<file path="src/rtl/sys_mem_ptr_mngr.sv">
// Per-agent circular buffer pointer manager: grants write/read slot addresses
// inside partitions supplied by an external partition manager.
module sys_mem_ptr_mngr #(
    parameter int MEM_ADDR_W = 27,
    parameter int NUM_AGENTS = 2,
    parameter int AGENT_ID_W = $clog2(NUM_AGENTS)
) (
    input  logic                  clk,
    input  logic                  rst_n,
    input  logic                  req_valid,
    output logic                  req_ready,
    input  logic [AGENT_ID_W-1:0] req_agent_id,
    input  logic                  req_wr,
    output logic [AGENT_ID_W-1:0] part_agent_id,
    input  logic [MEM_ADDR_W-1:0] part_start_addr,
    input  logic [MEM_ADDR_W-1:0] part_end_addr,
    output logic                  rsp_valid,
    input  logic                  rsp_ready,
    output logic [MEM_ADDR_W-1:0] rsp_addr,
    output logic [1:0]            rsp_status,
    input  logic                  flush_en,
    input  logic [AGENT_ID_W-1:0] flush_agent_id
);
    localparam int SLOTS = 1 << AGENT_ID_W;
    localparam logic [1:0] ST_OK      = 2'b00;
    localparam logic [1:0] ST_FULL    = 2'b01;
    localparam logic [1:0] ST_EMPTY   = 2'b10;
    localparam logic [1:0] ST_BADPART = 2'b11;
    localparam logic [MEM_ADDR_W-1:0] PTR_ONE  = MEM_ADDR_W'(1);
    localparam logic [MEM_ADDR_W:0]   FILL_ONE = (MEM_ADDR_W + 1)'(1);

    typedef enum logic [1:0] {IDLE, LOOKUP, CALC, RESP} state_t;
    state_t state;

    logic [MEM_ADDR_W-1:0] wr_ptr [SLOTS];
    logic [MEM_ADDR_W-1:0] rd_ptr [SLOTS];
    logic [MEM_ADDR_W:0]   fill   [SLOTS];
    logic [SLOTS-1:0]      vld;
    logic [SLOTS-1:0]      id_ok;
    logic                  req_wr_q;

    // Slots past NUM_AGENTS exist only to keep indexing total; they are never updated.
    for (genvar g = 0; g < SLOTS; g++) begin : g_id_ok
        assign id_ok[g] = (g < NUM_AGENTS);
    end

    logic                  cur_vld;
    logic [MEM_ADDR_W-1:0] cur_wr, cur_rd, nxt_wr, nxt_rd;
    logic [MEM_ADDR_W:0]   cur_fill, size;
    logic                  bad_part;

    always_comb begin
        cur_vld  = vld[part_agent_id];
        cur_wr   = cur_vld ? wr_ptr[part_agent_id] : part_start_addr;
        cur_rd   = cur_vld ? rd_ptr[part_agent_id] : part_start_addr;
        cur_fill = cur_vld ? fill[part_agent_id] : '0;
        size     = {1'b0, part_end_addr} - {1'b0, part_start_addr} + FILL_ONE;
        bad_part = (part_end_addr < part_start_addr) || !id_ok[part_agent_id];
        nxt_wr   = (cur_wr == part_end_addr) ? part_start_addr : cur_wr + PTR_ONE;
        nxt_rd   = (cur_rd == part_end_addr) ? part_start_addr : cur_rd + PTR_ONE;
    end

    always_ff @(posedge clk or negedge rst_n) begin
        if (!rst_n) begin
            state         <= IDLE;
            req_ready     <= 1'b1;
            rsp_valid     <= 1'b0;
            rsp_addr      <= '0;
            rsp_status    <= ST_OK;
            part_agent_id <= '0;
            req_wr_q      <= 1'b0;
            vld           <= '0;
            for (int i = 0; i < SLOTS; i++) begin
                wr_ptr[i] <= '0;
                rd_ptr[i] <= '0;
                fill[i]   <= '0;
            end
        end else begin
            case (state)
                IDLE: begin
                    if (req_valid) begin
                        part_agent_id <= req_agent_id;
                        req_wr_q      <= req_wr;
                        req_ready     <= 1'b0;
                        state         <= LOOKUP;
                    end
                end
                // Partition bounds for part_agent_id become valid in the following cycle.
                LOOKUP: state <= CALC;
                CALC: begin
                    state     <= RESP;
                    rsp_valid <= 1'b1;
                    if (bad_part) begin
                        rsp_status <= ST_BADPART;
                        rsp_addr   <= '0;
                    end else if (req_wr_q) begin
                        rsp_addr <= cur_wr;
                        if (cur_fill == size) begin
                            rsp_status <= ST_FULL;
                        end else begin
                            rsp_status            <= ST_OK;
                            wr_ptr[part_agent_id] <= nxt_wr;
                            rd_ptr[part_agent_id] <= cur_rd;
                            fill[part_agent_id]   <= cur_fill + FILL_ONE;
                            vld[part_agent_id]    <= 1'b1;
                        end
                    end else begin
                        rsp_addr <= cur_rd;
                        if (cur_fill == '0) begin
                            rsp_status <= ST_EMPTY;
                        end else begin
                            rsp_status            <= ST_OK;
                            rd_ptr[part_agent_id] <= nxt_rd;
                            wr_ptr[part_agent_id] <= cur_wr;
                            fill[part_agent_id]   <= cur_fill - FILL_ONE;
                            vld[part_agent_id]    <= 1'b1;
                        end
                    end
                end
                RESP: begin
                    if (rsp_ready) begin
                        rsp_valid <= 1'b0;
                        req_ready <= 1'b1;
                        state     <= IDLE;
                    end
                end
                default: state <= IDLE;
            endcase
            // Placed last so a flush overrides a same-cycle CALC update of the same agent.
            if (flush_en && id_ok[flush_agent_id]) begin
                vld[flush_agent_id]  <= 1'b0;
                fill[flush_agent_id] <= '0;
            end
        end
    end
endmodule
</file>
<file path="config.mk">
export PLATFORM = sky130hd
export DESIGN_NAME = sys_mem_ptr_mngr
export DESIGN_NICKNAME = d
export VERILOG_FILES = /design/src/rtl/sys_mem_ptr_mngr.sv
export SDC_FILE = /design/constraint.sdc
export NUM_CORES = 1
export LEC_CHECK = 0
export BUFFER_PORTS_ARGS = -buffer_cell sky130_fd_sc_hd__buf_4
export CORE_UTILIZATION = 44
export DETAILED_ROUTE_END_ITERATION = 10
export MAX_ROUTING_LAYER = met4
export PLACE_DENSITY_LB_ADDON = 0.3
export SLEW_MARGIN = 20
export SYNTH_ARGS = -nofsm -noshare
export SYNTH_HDL_FRONTEND = slang
export SYNTH_SLANG_ARGS = --single-unit
</file>
<file path="constraint.sdc">
create_clock -name clk -period 7 [get_ports clk]
set_clock_uncertainty 0.05 [all_clocks]
set_input_delay 0.35 -clock clk [delete_from_list [all_inputs] [get_ports clk]]
set_output_delay 0.35 -clock clk [all_outputs]
set_load 0.05 [all_outputs]
</file>
==> flow_metrics.tcl, run 1 <==
set metrics [dict create \
    status "complete, but fails checks" \
    violations "DRC" \
    setup_viol 0 \
    ys_seq_elements 201 \
    worst_slew_pin_slew_ns 1.086 \
    slew_viol_final 0 \
    start_util_pct 44.82 \
    worstHoldPathType "input port to flop" \
    grt.overflow.total 0 \
    layout.nets 2388 \
    place_area_um2 19520 \
    fp.dieW_um 206.6 \
    io_pins 94 \
    cts-root-buf "clkbuf_16" \
    die_h_um 206.6 \
    grt_usage_pct 33.95 \
    hold_viol_final 0 \
    antenna_left 0 \
    critical_path.cell_chain "nor2b_4, buf_4, a22o_1, xnor2_1, and3_1, a2111oi_0, o211ai_1, nand4_1, o41a_2, and3_4, mux2_2" \
    die-area_um2 42690 \
    worstHoldEndpoint "req_ready" \
    synth-seq-area-share_pct 27.31 \
    hold_path_startpoint "req_valid" \
    stdcell_area_um2 20520 \
    ys.flop_type "dfrtp_1" \
    maxSlewHeadroom_pct 27.60 \
    cts_sinks 201 \
    numCtsBuffers 27 \
    layoutNonFillerInstCount 2804 \
    power.density_nw_per_um2 416.6 \
    cp_data_arrival_time_ns 5.90 \
    power_mw 8.547 \
    async_reset_ff_share_pct 100.0 \
    placed_cells 2750 \
    wl_per_cell_um 25.13 \
    synth_area_um2 18420 \
    crit_family "simple AND/OR/NAND/NOR gates" \
    drt-initial-drc-count 2012 \
    timing.rr.start "vld[0]" \
    core_area_um2 41110 \
    min_period_over_period_pct 78.46 \
    worstSkewPairLatency_ns 0.58 \
    antenna_found_initial 0 \
    cts_tree "built" \
    required_ns 7.41 \
    cts_resized 0 \
    critPathSlowestCell "and3_4" \
    drive_gt1_share_pct 15.71 \
    syn-instance-count 2231 \
    yosysUniqueCellTypes 91 \
    drt-pass1-iter-count 11 \
    crit_buf_inv 1 \
    vias 18470 \
    syn_area_per_cell_um2 8.258 \
    critPathKind "flop to flop" \
    grt_max_degree 173 \
    period_minus_slack_ns 5.492 \
    ys.warnings.count 0 \
    clk_path_buf_depth 3 \
    synth_edf_count 0 \
    path_max_fanout 56 \
    synth_nets 2367 \
    cts_htree_levels 1 \
    first_global_vias 17480 \
    critPathLaunchType "flop" \
    max_stage_delay_ns 0.95 \
    diodes 0 \
    grt_pass1_wl_mm 107.6 \
    rows 74 \
    io_buffers 93 \
    dp.final_hpwl_mm 50.06 \
    r2r_setup_slack_ns 1.51 \
    wl_mm 70.47 \
    area_delta_synth_final_pct 11.36 \
    final_core_util_pct 49.91 \
    viasPerCell 6.586 \
    leakagePower_nw 8.516 \
    min_path_cells 3 \
    drc_errors 1 \
    place.gp.congestion 1.007 \
    fmax_mhz 182.1 \
    tns_ns 0 \
    cap_viol_max_count 0 \
    timing.rr.end "wr_ptr[10]" \
    worstSetupEndpointType "flop" \
    path_clk_slew_ns 0.06 \
    peakVddDrop_mv 0.3512 \
    rsz0062_at_grt "no" \
    rr_worst_depth 11 \
]
## cell families (layout without fill, tap and decap cells)
logic type,count (synthesis),in the layout,share of synthesized area (%)
xor gates and xnor gates,119,119,5.657
buffers and inverters,284,325,6.669
DFF,201,201,27.31
muxes,173,173,10.50
adders and majority gates,74,74,5.555
and+or+nand+nor,735,735,20.15
AOI/OAI and AO/OA,645,645,24.16
## worst min-delay path, cell delays in order
cell and delay (ns):
buf_4 0.12, mux2i_1 0.13, a21oi_1 0.08
## state kept, by name, indices dropped and copies added, names as in the netlist
name and count:
rsp_valid 1, state 2, part_agent_id 1, req_ready 1, rsp_status 2, rd_ptr 54, vld 2, rsp_addr 27
req_wr_q 1, fill 56, wr_ptr 54
## power by group
| group | leakage, nW | switching (mW) | total, mW | internal (mW) |
|---|---|---|---|---|
| clock network | 0.461 | 0.600 | 1.53 | 0.931 |
| logic | 5.52 | 3.06 | 4.81 | 1.74 |
| registers | 2.54 | 0.539 | 2.21 | 1.67 |
| total | 8.52 | 4.20 | 8.55 | 4.34 |
## synth_stat cells (all sizes together), types with 8 or more instances
cell type	number	area, um2
nand2	237	889.6
dfrtp	200	5005
o21ai	156	788.3
a21oi	138	690.7
inv	129	484.2
nor2	126	473.0
mux2	99	1194
clkbuf	96	360.4
xnor2	87	762.0
mux2i	74	740.7
nand3	70	350.3
ha	61	763.2
buf	58	380.4
and3	55	349.1
nor3	42	215.2
a31oi	40	250.2
nand4	37	231.5
a221oi	32	299.0
xor2	32	280.3
o221a	31	349.1
nor4	30	227.7
a22oi	29	217.7
nand2b	28	175.2
o2111ai	26	227.7
a2111oi	18	165.1
or2	17	106.4
a22o	16	140.1
o21a	16	120.1
o22ai	16	100.1
or3	16	100.1
and2	15	98.85
nor2b	14	87.58
fa	13	260.3
nand3b	13	110.1
a21o	12	90.09
a211oi	10	75.07
o211ai	10	75.07
o31ai	10	88.83
or4	10	78.82
a221o	8	80.08
a32oi	8	70.07
o221ai	8	70.07
o22a	8	70.07
## cell usage in the layout (no fill, tap or decap), types with 28 or more instances in the layout
cell and count:
mux2i_1 73, a31oi_1 40, a22oi_1 29, xor2_1 32, inv_1 129, and3_1 54
mux2_2 71, nand2_1 237, a221oi_1 29, o221a_2 31, nor2_1 124, nor3_1 41
nand3_1 70, buf_4 139, nand4_1 37, o21ai_0 148, dfrtp_1 196, nand2b_1 28
a21oi_1 138, xnor2_1 87, ha_1 60
## metrics by stage
stage          setup slack, ns  hold slack (ns)
6_report                 1.508          0.06518
5_1_grt                  1.302          0.09946
3_5_place_dp             1.251           0.3962
2_1_floorplan            2.197         0.004409
4_1_cts                  1.630          0.04320
3_3_place_gp             1.286           0.3933
## worst max path at each step
stage                     depth (start not counted)  slack, ns                from    endpoint
after floorplan                                  24       2.20       part_agent_id    fill[54]
after global placement                           17       1.29  part_start_addr[1]   wr_ptr[6]
after detailed placement                         17       1.25  part_start_addr[1]   wr_ptr[6]
after CTS                                        11       1.63              vld[0]   rd_ptr[3]
after global routing                             11       1.30              vld[0]  wr_ptr[19]
final                                            11       1.51              vld[0]  wr_ptr[10]
## metal layers
metal | GRT usage (%) | vias up | wire [um]
met4 | 12.50 | 0 | 2886
met1 | 45.97 | 8924 | 29960
li1 | - | 8260 | -
met5 | - | - | 0
met3 | 6.954 | 176 | 7555
met2 | 49.70 | 1106 | 30070
## area by class of cell
class	count	area, um2
multi-input combinational	1746	12240
timing repair buffer	146	1124
clock inverter	11	205.2
tap	532	665.6
fill	3942	20590
sequential	201	5044
clock buffer	38	747.0
inverter	130	488.0
## what timing repair did
item                                   in CTS  in global routing
hold buffers                                4                  0
buffers inserted                            0                  0
endpoints found under the hold margin      90                  0
No activity file was read; power rests on OpenSTA's default activity.
==> inputs of run 2 (changes only) <==
Settings changed: ABC_AREA set to 1.
Clock period 7 ns to 4.5 ns, I/O delays scaled along.
==> flow_metrics.tcl, run 2 <==
set metrics [dict create \
    place_area_um2 20680 \
    slew_viol_final 0 \
    tns_ns 0 \
    synth_area_um2 19300 \
    leakagePower_nw 11.54 \
    cap_viol_max_count 0 \
    cts_resized 0 \
    antenna_found_initial 1 \
    fill_cells 4677 \
    setup_ws_ns 0.4044 \
    stdcell_area_um2 21690 \
    die_h_um 211.4 \
    critPathSlowestCell "dfrtp_4" \
    status "completed" \
    yosys.cell_count.top_type "nand2_1" \
    drc_errors 0 \
    crit_start "part_agent_id" \
    place.gp.congestion 1.046 \
    fmax_mhz 244.2 \
    wl_mm 78.97 \
    ys_seq_elements 201 \
    crit_buf_inv 5 \
    area_delta_synth_final_pct 12.40 \
    timing.rr.end "wr_ptr[37]" \
    required_ns 4.97 \
    period_minus_slack_ns 4.096 \
    grt.overflow.total 0 \
    min_path_cells 5 \
    core_area_um2 43170 \
    layoutNonFillerInstCount 3886 \
    fp.dieW_um 211.4 \
    antenna_left 0 \
    cp_data_arrival_time_ns 4.56 \
    grt_pass1_wl_mm 119.5 \
    path_max_fanout 32 \
    final_cell_mix "nand2_1, nor2_1, inv_1" \
    dp.final_hpwl_mm 60.99 \
    critical_path.cell_chain "inv_4, buf_4, buf_4, nand2_1, o21ai_0, nand2_1, nand2_1, inv_1, nand2_1, nand4_1, nor2_1, nand4_1, nor2_2, buf_4, nand2_1, a31oi_1, nand3_1, nand2_1" \
    wl_per_cell_um 20.32 \
    async_reset_ff_share_pct 100.0 \
    numCtsBuffers 25 \
    hold_path_startpoint "req_valid" \
    hold_viol_final 0 \
    setup_viol 0 \
    grt_max_degree 122 \
    rows 76 \
    top_register "fill" \
    io_buffers 93 \
    critPathKind "flop to flop" \
    critPathLaunchType "flop" \
    start_util_pct 44.70 \
    ys.warnings.count 0 \
    maxSlewHeadroom_pct 26.13 \
    peakVddDrop_mv 0.3835 \
    clk_path_buf_depth 3 \
    cts-root-buf "clkbuf_16" \
    path_clk_slew_ns 0.06 \
    crit_family "simple AND/OR/NAND/NOR gates" \
    worstHoldEndpoint "state[0]" \
    power.density_nw_per_um2 711.5 \
    placed_cells 3832 \
    syn-instance-count 3221 \
    regArea_um2 5039 \
    cts_tree "built" \
    min_period_over_period_pct 91.01 \
    drive_gt1_share_pct 8.697 \
    first_global_vias 19680 \
    yosysUniqueCellTypes 49 \
    cts_sinks 201 \
    worstHoldPathType "input port to flop" \
    synth_top_area_cell "dfrtp_1" \
    io_pins 94 \
    drt-pass1-iter-count 8 \
    worstSetupEndpointType "flop" \
    synth-seq-area-share_pct 26.07 \
    synth_nets 3357 \
    worstSkewPairLatency_ns 0.59 \
    grt_usage_pct 36.39 \
    ys.flop_type "dfrtp_1" \
    cpMostUsedCell "nand2_1" \
    drt-initial-drc-count 2207 \
    timing.rr.start "part_agent_id" \
    multi_input_area_um2 12280 \
    vias 21350 \
    viasPerCell 5.495 \
    postCtsHoldBufs 10 \
    synth_top_area_share_pct 25.93 \
    yosys-top-cells-area "dfrtp_1, nand2_1, nor2_1, inv_1, o21ai_0" \
    layout.nets 3420 \
    pre_cts_ws_ns 0.2628 \
    ys_top_cells_by_count "nand2_1, nor2_1, inv_1, dfrtp_1, o21ai_0" \
    layout_commonest_cell "nand2_1" \
    die-area_um2 44700 \
    top_regs "fill: 56 flops, rd_ptr: 54 flops, wr_ptr: 54 flops" \
    synth_edf_count 0 \
    largest_reg_flops 56 \
    max_stage_delay_ns 0.63 \
    cts_htree_levels 1 \
    worst_slew_pin_slew_ns 1.107 \
    syn_area_per_cell_um2 5.992 \
    rsz0062_at_grt "no" \
    cts_setup_buffers 0 \
    rr_worst_depth 18 \
    r2r_setup_slack_ns 0.40 \
]
[run 2: cells by family after synthesis]
family / after synthesis / synth area share, %
AO/OA/AOI/OAI: 463 / 13.09
buffers and inverters: 482 / 10.42
flip-flops: 201 / 26.07
XOR/XNOR: 119 / 5.400
AND/OR/NAND/NOR: 1882 / 39.72
adder cells (fa/ha/maj): 74 / 5.303
[run 2: area by class of cell]
| class | count | area share, % |
|---|---|---|
| clock inverter | 12 | 0.9921 |
| multi-input combinational | 2538 | 56.62 |
| tap | 585 | 3.374 |
| timing repair buffer | 161 | 6.356 |
| inverter | 357 | 6.201 |
| clock buffer | 31 | 3.219 |
| antenna | 1 | 0.01154 |
| sequential | 201 | 23.23 |
[run 2: worst max-delay path by stage]
stage	depth (start not counted)	slack, ns	endpoint
floorplan	28	1.32	vld[0]
global placement	25	0.32	rd_ptr[21]
detailed placement	25	0.26	rd_ptr[21]
CTS	19	0.46	rd_ptr[19]
global route	19	0.17	rd_ptr[25]
finish	18	0.40	wr_ptr[37]
[run 2: tightest hold or removal path, delay by kind of cell]
kind                   cells  cell delay (ns)
AO/OA/AOI/OAI              1             0.08
AND/OR/NAND/NOR            2             0.16
buffers and inverters      2             0.16
[run 2: power breakdown]
group          switching, mW  total [mW]  internal (mW)
logic                   7.08        10.0           2.96
clock network          0.905        2.30           1.39
registers              0.496        3.10           2.60
total                   8.48        15.4           6.95
[run 2: stage by stage]
step	util, %	hold WS (ns)	total power [mW]
global route	50.24	0.04419	16.54
floorplan	-	-0.1206	9.775
CTS	50.24	0.01981	15.26
global placement	47.89	0.2202	12.85
finish	50.25	0.04350	15.43
detailed placement	47.89	0.2150	12.88
[run 2: routing by layer]
layer	GRT usage, %	part of all wire (%)
met1	45.92	42
met2	57.11	45
met3	4.198	6.8
met4	19.44	6.3
met5	-	0
